**src/rtl/ghost_mode_sequencer.sv**
```systemverilog
// rtl/ghost_mode_sequencer.sv - global scatter/chase schedule timer driving all four ghosts
module ghost_mode_sequencer #(
  parameter int SCATTER_LONG  = 420,
  parameter int SCATTER_SHORT = 300,
  parameter int CHASE_LEN     = 1200,
  parameter int CNT_W         = 11
) (
  input  logic       clk,
  input  logic       rst_n,
  input  logic       frame_tick,
  input  logic       enable,
  input  logic       frightened,
  input  logic       restart,
  output logic       isChase,
  output logic       isScatter,
  output logic [2:0] phase,
  output logic       reverse_pulse
);

  logic [2:0]       phase_q, phase_d;
  logic [CNT_W-1:0] cnt_q, cnt_d;
  logic             pulse_q, pulse_d;
  logic [CNT_W-1:0] dur_m1;
  logic             adv;

  // Terminal count of the current phase; phase 7 never reaches a compare since adv is masked.
  always_comb begin
    dur_m1 = CNT_W'(CHASE_LEN - 1);
    case (phase_q)
      3'd0, 3'd2: dur_m1 = CNT_W'(SCATTER_LONG - 1);
      3'd4, 3'd6: dur_m1 = CNT_W'(SCATTER_SHORT - 1);
      default:    dur_m1 = CNT_W'(CHASE_LEN - 1);
    endcase
  end

  assign adv = frame_tick & enable & ~frightened & ~restart & (phase_q != 3'd7);

  always_comb begin
    phase_d = phase_q;
    cnt_d   = cnt_q;
    pulse_d = 1'b0;
    if (restart) begin
      phase_d = 3'd0;
      cnt_d   = '0;
    end else if (adv) begin
      if (cnt_q == dur_m1) begin
        cnt_d   = '0;
        phase_d = phase_q + 3'd1;
        pulse_d = 1'b1;
      end else begin
        cnt_d = cnt_q + 1'b1;
      end
    end
  end

  always_ff @(posedge clk or negedge rst_n) begin
    if (!rst_n) begin
      phase_q <= 3'd0;
      cnt_q   <= '0;
      pulse_q <= 1'b0;
    end else begin
      phase_q <= phase_d;
      cnt_q   <= cnt_d;
      pulse_q <= pulse_d;
    end
  end

  assign phase         = phase_q;
  assign isChase       = phase_q[0];
  assign isScatter     = ~phase_q[0];
  assign reverse_pulse = pulse_q;

endmodule
```
**config.mk**
```make
export PLATFORM = sky130hd
export DESIGN_NAME = ghost_mode_sequencer
export DESIGN_NICKNAME = d
export VERILOG_FILES = /design/src/rtl/ghost_mode_sequencer.sv
export SDC_FILE = /design/constraint.sdc
export NUM_CORES = 1
export LEC_CHECK = 0
export ABC_CLOCK_PERIOD_IN_PS = 3200
export CAP_MARGIN = 20
export CORE_MARGIN = 1.5
export CORE_UTILIZATION = 57
export CTS_CLUSTER_SIZE = 28
export DETAILED_ROUTE_END_ITERATION = 8
export PLACE_DENSITY = 0.87
export SLEW_MARGIN = 30
export SYNTH_ARGS = -nofsm -noshare
export SYNTH_HDL_FRONTEND = slang
export SYNTH_SLANG_ARGS = --single-unit
```
**constraint.sdc**
```tcl
create_clock -name clk -period 3.2 [get_ports clk]
set_input_delay 0.64 -clock clk [delete_from_list [all_inputs] [get_ports clk]]
set_output_delay 0.64 -clock clk [all_outputs]
set_load 0.02 [all_outputs]
```
== Word level (Yosys, flattened, before mapping) ==
Cells that the tools add are included.
Storage, ports and cells
  flip-flop bits (word level): 15
  logic and storage cells: 33
Operators by class
  add/subtract/negate cells: 2
  equality and inequality tests: 5
  muxes and demuxes: 10
  bitwise operators: 7
  reductions and logical operators: 6
Operators by type and width (number)
  2-to-1 mux 11 bit: 3
  one-hot mux 11 bit (2 select lines): 1
  adder 11 x 1 -> 11 bit (second input constant): 1
  equality test 11 bit: 1
  2-to-1 mux 3 bit: 3
  equality test 3 bit (second input constant): 2
  AND 1 bit: 4
  nonzero test 2 bit: 2
  OR reduction 2 bit: 2
  adder 3 x 1 -> 3 bit (second input constant): 1
  equality test 3 x 2 -> 1 bit (second input constant): 1
  zero test 3 bit: 1
  2-to-1 mux 1 bit: 3
  != test 3 bit (second input constant): 1
  inverter 1 bit: 3
  AND reduction 2 bit: 1

== Depth between registers and ports, before layout ==
  depth in word-level cells: 7
  depth in mapped cells: 8
  gate-level depth less buffers: 7

== Worst setup path after synthesis ==
Ideal clock, no wire load.
  path type: register to register
  from: register phase_q[0] (netlist: phase[0])
  to: register cnt_q[10]
  library setup time: 0.082 ns
  data arrival time: 2.015 ns
  required time: 3.118 ns
  path slack: 1.103 ns
  stages on the path, launching flop included: 8
  cells stage by stage: dfrtp_1 > inv_1 > ha_1 > nor2_1 > a21oi_1 > o211ai_2 > or4b_1 > a31oi_1
Between the ends
  word-level cells in the longest chain between the ends: 7
Ends and longest elaborated chain
  start: declaration: RTL line 20  | logic [2:0] phase_q, phase_d;
  start signal: assignment: RTL line 62  | phase_q <= phase_d;
  equality test 3 bit, or another cell as far along: RTL line 29  | case (phase_q)
  OR reduction 2 bit: RTL line 29
  one-hot mux 11 bit (2 select lines): RTL line 29
  equality test 11 bit: RTL line 46  | if (cnt_q == dur_m1) begin
  2-to-1 mux 11 bit: RTL line 46
  2-to-1 mux 11 bit: RTL line 45  | end else if (adv) begin
  2-to-1 mux 11 bit: RTL line 42  | if (restart) begin
  end signal: assignment: RTL line 63  | cnt_q <= cnt_d;
  end: declaration: RTL line 21  | logic [CNT_W-1:0] cnt_q, cnt_d;
Parallel ways exist; a longest one is shown, timed or not. The select of a mux whose other input is x is not followed.
A chain may end at the register's enable or synchronous reset.

== Worst setup path in the final report ==
  from: register phase_q[0] (netlist: phase[0])
  to: output port isScatter
Between the ends
  word-level cells in the longest chain between the ends: 1
Ends and longest elaborated chain
  inverter 1 bit: RTL line 70  | assign isScatter = ~phase_q[0];
  end: declaration: RTL line 15  | output logic isScatter,
Every way passes these cells.

==> key figures <==
Worst setup path
  • Critical-path top delay cell: clkdlybuf4s50_1
  • Critical Setup Path Class: flip-flop to primary output
  • R2R Setup Slk: between 1 and 1.5 ns
  • WP data required: ~2.6 ns
  • CP Cell Sequence: inv_1 > clkdlybuf4s50_1
  • Largest stage delay on the critical path: about 0.65 ns
  • Worst EP arrival: 1.51 ns
  • Crit. End Element: primary output
  • CP bufs+invs: 2
  • Reg2Reg Capture Point: cnt_q[10]
  • CP top delay family: buffers and inverters
  • R2R Path Start: phase[0]
  • CP Max Fanout: 4
  • CP startpoint kind: flip-flop
  • Worst-case reg-to-reg path depth: 7

Global route
  • Gr usage total: a little under a quarter
  • Vias in the first global route: 786
  • Grt total ovfl: 0
  • Largest net degree at the start of global routing: 16
  • Initial antenna violation count: 0
  • First-pass GRT wire length: 3280 um

Power
  • Pwr/cell area: ~310 mW/mm^2
  • Leakage power figure: about 0.00044 uW
  • Peak VDD IR: 232 uV

STA
  • Final Hold Fails: 0
  • Fmax: about 460 MHz
  • Slew @ Worst Pin: ~0.67 ns
  • RSZ-0062 raised after global routing: false
  • Slew Limit Fails: 0
  • Final setup viols: 0
  • Min cycle time layout: between 2 and 2.5 ns
  • Rel. slew slack: between 50 and 60%
  • Hold slack final: 0.599 ns
  • Final TNS setup: 0 ns
  • Final period util: 67.3%
  • Clock skew: between 0.0015 and 0.002 ns

Synth
  • FF+latch count, synth: 15
  • Synthesized area: a little over 900 sq um
  • Avg Cell Area, Syn: around 9.3 sq um
  • Seq/Total Area, Yosys: approximately two fifths
  • Syn. warnings: 0
  • Post-Syn Instances: 100
  • Syn Nets: 111
  • Synth cell types: 32

Routing
  • Vias per cell: 6.38
  • First-pass DRT Iterations: 4
  • DRC: 0
  • Vias: 810
  • Total Wirelength: between 2000 and 2500 um
  • ANT nets after route: 0
  • Post-DR wirelength/cell: between 15 and 20 um
  • Initial DRC Count: 31

Clock tree
  • CTS tree: yes
  • Clk sink count: 15
  • H-tree Lvls: 1
  • Longest Clk Path Bufs: 2
  • Clock Pin Slew Worst Setup and Hold Paths: ~0.090 ns
  • TritonCTS Buffers: 3
  • CTS resizes: 0
  • Root buffer cell: clkbuf_4
  • Hold_buf cts: 0
  • Setup repair bufs after CTS: 0
  • Worst-skew pair later-pin latency: 0.29 ns

Final layout
  • Final Net Count: approximately 120
  • Commonest non-fill, non-tap cell in the layout: dfrtp_1
  • Fill cells: between 100 and 150
  • Final instance area: around 0.0011 sq mm
  • Area Growth Syn to Fin: 13.9%
  • Diode count: 0
  • Layout cells sized above 1: under 10%
  • Commonest non-fill, non-tap cells in the layout: dfrtp_1 (15), nand2_1 (12), a21oi_1 (11), clkdlybuf4s50_1 (11)

Floorplanning
  • Die W: roughly 43 um
  • Core area: ~0.0015 sq mm
  • Die H: between 40 and 50 um
  • Initial Util: roughly three fifths
  • Site Rows: 14
  • Full die area: 0.00189 sq mm
  • Io pins: 12

Run status
  • Outcome: completed

Run
  • Max Cap Violations: 0

Placement
  • Post-DP Area: 0.00104 sq mm
  • Routability cong.: 0.841
  • Post-DP HPWL: between 1000 and 1500 um
  • I/O Buffers: 11

Min path
  • Worst Hold Depth: 2
  • Hold crit path type: flip-flop to flip-flop
  • Hold path start: cnt_q[1]
  • Hold Path End: cnt_q[1]
cell type report:
class	count	area [sq um]	share of cell area (%)
Clock buffer	4	26.3	2.47
Inverter	3	11.3	1.06
Multi-Input combinational cell	78	520	48.9
Sequential cell	15	375	35.3
Tap cell	16	20.0	1.88
Timing Repair Buffer	11	110	10.4
cell usage after synthesis:
cell type | n | share of area [%]
nand2_1 | 12 | 4.8
a31oi_1 | 2 | 1.3
a22oi_1 | 1 | 0.80
o2111ai_2 | 1 | 1.6
inv_1 | 3 | 1.2
nand3_1 | 10 | 5.4
a21oi_1 | 11 | 5.9
and4_4 | 1 | 1.2
nor3_1 | 3 | 1.6
xnor2_1 | 1 | 0.94
a2111o_1 | 1 | 1.2
nand4_1 | 1 | 0.67
and3_4 | 1 | 1.2
nand3b_1 | 1 | 0.80
or3b_2 | 2 | 1.9
dfrtp_1 | 15 | 40
ha_1 | 5 | 6.7
o211ai_1 | 1 | 0.80
nand2b_1 | 2 | 1.3
and4bb_2 | 1 | 1.3
and3_1 | 1 | 0.67
clkbuf_1 | 2 | 0.80
nand4b_1 | 1 | 0.94
o21ai_0 | 2 | 1.1
o211ai_2 | 1 | 1.3
buf_6 | 1 | 1.2
a2111oi_4 | 1 | 2.9
nor2_1 | 10 | 4.0
xor2_1 | 1 | 0.94
buf_4 | 1 | 0.80
mux2i_1 | 3 | 3.2
or4b_1 | 1 | 1.1
report_power, final:
| part | switching, uW | leakage, uW | internal [uW] |
|---|---|---|---|
| logic | 12.7 | 0.000212 | 9.11 |
| registers | 3.56 | 0.000209 | 191 |
| clock network | 65.0 | 0.0000150 | 48.6 |
worst max path at each step:
stage,start,end,slack [ns],depth (start not counted)
after global routing,phase[0],cnt_q[10],0.92,7
after global placement,frightened,cnt_q[10],0.94,5
after floorplan,phase[0],cnt_q[10],1.10,7
after CTS,phase[0],isScatter,1.05,2
after detailed placement,frightened,cnt_q[6],0.86,5
final,phase[0],isScatter,1.05,2
worst register-to-register path: stages (launching register included):
cell,delay [ns]
dfrtp_1,0.40
inv_1,0.12
ha_1,0.21
nor2_1,0.20
a21oi_1,0.10
o211ai_2,0.41
or4b_1,0.48
a31oi_1,0.13
sequential cells by signal (all words and copies together) (netlist names):
register,cells
reverse_pulse,1
phase,3
cnt_q,11
cell families (layout without fill, tap and decap cells):
family / after synthesis / after routing / synth area share, %
AOI/OAI and AO/OA: 21 / 21 / 17.0
xor gates and xnor gates: 2 / 2 / 1.88
adders and majority gates: 5 / 5 / 6.70
buffers and inverters: 7 / 18 / 4.02
DFF: 15 / 15 / 40.2
muxes: 3 / 3 / 3.22
and+or+nand+nor: 47 / 47 / 26.9
per-layer routing:
layer  up-vias  wire, um  GRT usage (%)
met4         0        42           13.9
met1       396       852           29.2
met3         5        93           4.17
met2        24      1020           39.7
li1        385         -              -
met5         -         0              0
per-stage QoR:
| stage | setup slack (ns) | util, % | power (uW) | std cells |
|---|---|---|---|---|
| 5_1_grt | 0.917 | 69.8 | 339 | 127 |
| 3_5_place_dp | 0.859 | 68.1 | 221 | 123 |
| 2_1_floorplan | 1.10 | - | 207 | 100 |
| 3_3_place_gp | 0.943 | 68.1 | 220 | 123 |
| 6_report | 1.05 | 69.8 | 330 | 127 |
| 4_1_cts | 1.05 | 69.8 | 331 | 127 |
Note: power is estimated with default switching activity, not from simulation.
